===== src/rtl/addsub_seq_pkg.sv =====
// rtl/addsub_seq_pkg.sv - shared types and constants for the sequenced add/sub controller
package addsub_seq_pkg;

   localparam int SLICE_W = 4;

   typedef enum logic [1:0] {
      IDLE = 2'd0,
      RUN  = 2'd1,
      DONE = 2'd2
   } state_t;

endpackage


===== src/rtl/addsub_slice4.sv =====
// rtl/addsub_slice4.sv - combinational 4-bit add slice with carry in/out
module addsub_slice4
   import addsub_seq_pkg::*;
(
   input  logic [SLICE_W-1:0] a,
   input  logic [SLICE_W-1:0] b,
   input  logic               cin,
   output logic [SLICE_W-1:0] sum,
   output logic               cout
);

   logic [SLICE_W:0] total;

   always_comb begin
      total = {1'b0, a} + {1'b0, b} + {{SLICE_W{1'b0}}, cin};
      sum   = total[SLICE_W-1:0];
      cout  = total[SLICE_W];
   end

endmodule


===== src/rtl/addsub_seq_ctrl.sv =====
// rtl/addsub_seq_ctrl.sv - WIDTH-bit add/sub computed one nibble per cycle; ADDSUB_SEQ_OVF_EN adds the ovf port
module addsub_seq_ctrl
   import addsub_seq_pkg::*;
#(
   parameter int WIDTH = 16
) (
   input  logic             clk,
   input  logic             rst_n,
   input  logic             in_valid,
   output logic             in_ready,
   input  logic [WIDTH-1:0] a,
   input  logic [WIDTH-1:0] b,
   input  logic             sub,
   output logic             out_valid,
   input  logic             out_ready,
   output logic [WIDTH-1:0] result,
   output logic             cout
`ifdef ADDSUB_SEQ_OVF_EN
   ,
   output logic             ovf
`endif
);

   localparam int NSLICE = WIDTH / SLICE_W;
   localparam int IDX_W  = (NSLICE > 1) ? $clog2(NSLICE) : 1;
   localparam logic [IDX_W-1:0] LAST_IDX = IDX_W'(NSLICE - 1);

   state_t             state_q, state_d;
   logic [WIDTH-1:0]   a_q, a_d;
   logic [WIDTH-1:0]   b_q, b_d;
   logic               sub_q, sub_d;
   logic               carry_q, carry_d;
   logic [IDX_W-1:0]   idx_q, idx_d;
   logic [WIDTH-1:0]   result_q, result_d;
   logic               cout_q, cout_d;
   logic               out_valid_q, out_valid_d;
`ifdef ADDSUB_SEQ_OVF_EN
   logic               ovf_q, ovf_d;
`endif

   logic [SLICE_W-1:0] slice_a;
   logic [SLICE_W-1:0] slice_b;
   logic [SLICE_W-1:0] slice_sum;
   logic               slice_cout;

   // b is inverted here so the slice stays a plain adder; carry_q supplies the +1
   always_comb begin
      slice_a = a_q[idx_q*SLICE_W +: SLICE_W];
      slice_b = b_q[idx_q*SLICE_W +: SLICE_W] ^ {SLICE_W{sub_q}};
   end

   addsub_slice4 u_slice (
      .a    (slice_a),
      .b    (slice_b),
      .cin  (carry_q),
      .sum  (slice_sum),
      .cout (slice_cout)
   );

   always_comb begin
      state_d  = state_q;
      a_d      = a_q;
      b_d      = b_q;
      sub_d    = sub_q;
      carry_d  = carry_q;
      idx_d    = idx_q;
      result_d = result_q;
      cout_d   = cout_q;
`ifdef ADDSUB_SEQ_OVF_EN
      ovf_d    = ovf_q;
`endif
      case (state_q)
         IDLE: begin
            if (in_valid) begin
               a_d      = a;
               b_d      = b;
               sub_d    = sub;
               carry_d  = sub;
               idx_d    = '0;
               result_d = '0;
               state_d  = RUN;
            end
         end
         RUN: begin
            result_d[idx_q*SLICE_W +: SLICE_W] = slice_sum;
            carry_d = slice_cout;
            if (idx_q == LAST_IDX) begin
               cout_d  = slice_cout;
`ifdef ADDSUB_SEQ_OVF_EN
               ovf_d   = (a_q[WIDTH-1] == (b_q[WIDTH-1] ^ sub_q)) &&
                         (slice_sum[SLICE_W-1] != a_q[WIDTH-1]);
`endif
               state_d = DONE;
            end else begin
               idx_d = idx_q + 1'b1;
            end
         end
         DONE: begin
            if (out_ready) begin
               state_d = IDLE;
            end
         end
         default: state_d = IDLE;
      endcase
      out_valid_d = (state_d == DONE);
   end

   always_ff @(posedge clk) begin
      if (!rst_n) begin
         state_q     <= IDLE;
         a_q         <= '0;
         b_q         <= '0;
         sub_q       <= 1'b0;
         carry_q     <= 1'b0;
         idx_q       <= '0;
         result_q    <= '0;
         cout_q      <= 1'b0;
         out_valid_q <= 1'b0;
`ifdef ADDSUB_SEQ_OVF_EN
         ovf_q       <= 1'b0;
`endif
      end else begin
         state_q     <= state_d;
         a_q         <= a_d;
         b_q         <= b_d;
         sub_q       <= sub_d;
         carry_q     <= carry_d;
         idx_q       <= idx_d;
         result_q    <= result_d;
         cout_q      <= cout_d;
         out_valid_q <= out_valid_d;
`ifdef ADDSUB_SEQ_OVF_EN
         ovf_q       <= ovf_d;
`endif
      end
   end

   assign in_ready  = rst_n && (state_q == IDLE);
   assign out_valid = out_valid_q;
   assign result    = result_q;
   assign cout      = cout_q;
`ifdef ADDSUB_SEQ_OVF_EN
   assign ovf       = ovf_q;
`endif

endmodule


===== config.mk =====
export PLATFORM = sky130hd
export DESIGN_NAME = addsub_seq_ctrl
export DESIGN_NICKNAME = d
export VERILOG_FILES = /design/src/rtl/addsub_seq_pkg.sv /design/src/rtl/addsub_slice4.sv /design/src/rtl/addsub_seq_ctrl.sv
export SDC_FILE = /design/constraint.sdc
export NUM_CORES = 1
export LEC_CHECK = 0
export CORE_UTILIZATION = 62
export DETAILED_ROUTE_END_ITERATION = 7
export DONT_BUFFER_PORTS = 1
export PLACE_DENSITY = 0.78
export REMOVE_ABC_BUFFERS = 1
export SLEW_MARGIN = 0
export SYNTH_ARGS = -nofsm -noshare
export SYNTH_HDL_FRONTEND = slang
export SYNTH_SLANG_ARGS = --single-unit

===== constraint.sdc =====
create_clock -name clk -period 3 [get_ports clk]
set_clock_uncertainty 0.05 [all_clocks]
set_input_delay 0.6 -clock clk [delete_from_list [all_inputs] [get_ports clk]]
set_output_delay 0.6 -clock clk [all_outputs]
set_load 0.01 [all_outputs]

==> impl_metrics.py <==
metrics = {
    "status": {
        "status": "finished, final reports clean",
    },
    "min_path": {
        "min_path_type": "in2reg",
    },
    "sta": {
        "slew_headroom_pct": 67.6,
        "hold_slack_ps": 357,
        "fin_ws_ps": 351,
        "hold_violations": 0,
        "rsz0062_at_grt": "false",
        "tightest_slew_ps": 486,
        "finalMaxSlewViolations": 0,
        "finalSetupViolations": 0,
        "min_period_ps": 2650,
        "period_share_pct": 88.3,
        "tns_ps": 0,
        "max_freq_mhz": 378,
    },
    "detailed_routing": {
        "firstDrtPassIters": 4,
        "drt-initial-drc-count": 106,
        "drc": 0,
        "viasPerCell": 5.68,
        "vias": 1920,
        "wl_microns": 4740,
        "wl_per_cell_microns": 14.0,
        "ant_nets": 0,
    },
    "worst_setup_path": {
        "rrSetupSlack_ps": 350,
        "critPathMaxStageDelay_ps": 520,
        "crit_buf_inv": 0,
        "rr_endpoint": "result[14]",
        "cp_max_fo": 4,
        "startpoint_type": "flip-flop",
        "worst_ep_arrival_time_ps": 2850,
        "cp-startpoint": "idx_q[0]",
        "slowest_stage": "mux4_2",
        "required_ps": 3200,
        "worstSetupEndpoint": "result[14]",
        "crit_family": "adder cells",
        "cp_cell_sequence": "mux4_2 -> xnor2_1 -> fa_1 -> fa_1 -> xnor2_1 -> a32oi_1 -> nor2_1",
        "worstRegToRegCells": 7,
        "crit_cells": 7,
        "crit_type": "reg2reg",
        "rr_startpoint": "idx_q[0]",
        "crit_path_end_kind": "flip-flop",
    },
    "job": {
        "drv_cap": 0,
    },
    "clock_network": {
        "clock-root-buffer": "clkbuf_8",
        "post_cts_buffers": 0,
        "clkSlewWorstSetupHoldPaths_ps": 100,
        "clk_latency_ps": 300,
        "clk_path_buf_depth": 2,
        "ctsHoldBuffers": 0,
        "postCtsResizedCells": 0,
        "cts_buffers": 5,
        "cts_tree": "built",
        "cts-htree-levels": 2,
        "clkSinkCount": 56,
    },
    "placement": {
        "place_ws_ps": 382,
        "dp_hpwl_microns": 3390,
        "gp_congestion": 0.848,
        "placed_area_sq_mm": 0.00251,
        "port_buffers": 0,
    },
    "power": {
        "leakagePower_nw": 1.01,
        "peakVddDrop_v": 0.000434,
        "powerDensity_mw_per_mm2": 571,
        "pwr-share-comb_pct": 14.1,
        "p_int_w": 0.00111,
        "netSwitchingFraction_pct": 25.7,
        "sequentialPowerShare_pct": 53.5,
        "power_frac_clock_pct": 32.4,
        "power_switching_w": 0.000385,
    },
    "die": {
        "row_count": 22,
        "die_width_microns": 65.4,
        "die_area_sq_mm": 0.00428,
        "die_h_microns": 65.4,
        "io_pins": 56,
        "core_sq_mm": 0.00377,
        "initial_core_util_pct": 66.2,
    },
    "synth": {
        "synth.distinct_cells": 33,
        "syn-cell-area_sq_mm": 0.00249,
        "ys_warn_count": 0,
        "syn_inst": 294,
        "ys_seq_elements": 56,
        "synth.avg_cell_area_sq_um": 8.49,
        "ys_seq_area_share_pct": 44.9,
    },
    "global_routing": {
        "first_global_vias": 1762,
        "grt_use_total_pct": 24.1,
        "grt_overflow": 0,
        "antenna_found_initial": 0,
        "grt_pass1_wl_microns": 7960,
        "grt_max_degree": 50,
    },
    "final_layout": {
        "layout-drive-gt1-share_pct": 8.28,
        "finalNetCount": 335,
        "final_core_util_pct": 69.5,
        "area_growth_pct": 5.07,
        "antenna_cells": 0,
        "design_area_sq_mm": 0.00262,
    },
}
[cell families after synthesis]
logic type               after synthesis  share of synthesized area (%)
AND/OR/NAND/NOR                      124                           21.1
AO/OA/AOI/OAI                         63                           14.5
flip-flops                            56                           44.9
buffers and inverters                 28                           4.96
adder cells (fa/ha/maj)                9                           5.12
multiplexers                           8                           7.22
XOR/XNOR                               6                           2.11
[cells in the mapped netlist, drive strengths merged]
cell type | n | share of area, %
nand2 | 81 | 12
dfxtp | 56 | 45
a21oi | 41 | 8.2
nor2 | 19 | 2.9
buf | 10 | 2.3
inv | 9 | 1.4
clkbuf | 8 | 1.2
mux4 | 8 | 7.2
and2 | 7 | 1.8
ha | 7 | 3.5
o21ai | 6 | 1.2
a21o | 5 | 1.5
nor3 | 5 | 1.0
nand3 | 4 | 0.80
a22oi | 3 | 0.90
nand2b | 3 | 1.1
o31ai | 3 | 0.90
xnor2 | 3 | 1.1
xor2 | 3 | 1.1
a32oi | 2 | 0.70
and3 | 2 | 0.50
fa | 2 | 1.6
nor2b | 2 | 0.50
a2bb2oi | 1 | 0.35
a311o | 1 | 0.40
a311oi | 1 | 0.35
clkinv | 1 | 0.15
or4 | 1 | 0.45
[routing by layer]
layer | vias to the layer above | track usage [%] | share of wire (%)
met4 | 0 | 5.71 | 0.76
met1 | 897 | 30.6 | 46
met2 | 46 | 40.7 | 48
met3 | 5 | 6.42 | 5.3
met5 | - | 0 | 0
li1 | 972 | - | -
[final cells by class]
type                    instances  area [sq um]
fillers                       307          1150
flip-flops and latches         56          1120
multi-input cells             210          1250
clock buffers                   6          72.6
repair buffers                  6          45.0
well taps                      48          60.1
inverters                      10          37.5
clock inverters                 2          35.0
[power groups by stage]
stage               logic, W  registers (W)  clock network [W]
finish              0.000211       0.000801           0.000485
global route        0.000235       0.000806           0.000520
CTS                 0.000211       0.000801           0.000484
detailed placement  0.000210       0.000819                  0
global placement    0.000204       0.000818                  0
floorplan           0.000151       0.000816                  0
[how the worst min path moves through the flow]
stage / to / from / depth (start not counted)
2_1_floorplan: a_q[10] / a_q[10] / 2
5_1_grt: result[1] / rst_n / 1
6_report: result[12] / rst_n / 1
4_1_cts: result[0] / rst_n / 1
3_5_place_dp: b_q[7] / b_q[7] / 2
3_3_place_gp: b_q[6] / b_q[6] / 2
[placed cells by master, fill, tap and decap left out, types with 2 or more instances in the layout]
| cell type | count |
|---|---|
| a21o_1 | 5 |
| a21oi_1 | 41 |
| a22oi_1 | 3 |
| a32oi_1 | 2 |
| and2_1 | 7 |
| and3_1 | 2 |
| buf_4 | 6 |
| clkbuf_8 | 5 |
| dfxtp_1 | 56 |
| fa_1 | 2 |
| ha_1 | 7 |
| inv_1 | 8 |
| mux4_2 | 8 |
| nand2_1 | 81 |
| nand2b_1 | 2 |
| nand3_1 | 4 |
| nor2_1 | 19 |
| nor2b_1 | 2 |
| nor3_1 | 5 |
| o21ai_0 | 6 |
| o31ai_1 | 3 |
| xnor2_1 | 3 |
| xor2_1 | 3 |
[flip-flops by register name, summed over array words and instances (netlist names)]
name       count
idx_q          2
out_valid      1
cout           1
state_q        2
carry_q        1
a_q           16
b_q           16
sub_q          1
result        16
[metrics by stage]
step           instances  power [W]
2_1_floorplan        276   0.000967
3_3_place_gp         330    0.00102
3_5_place_dp         330    0.00103
4_1_cts              338    0.00150
5_1_grt              338    0.00156
6_report             338    0.00150
No activity file was read; power rests on OpenSTA's default activity.
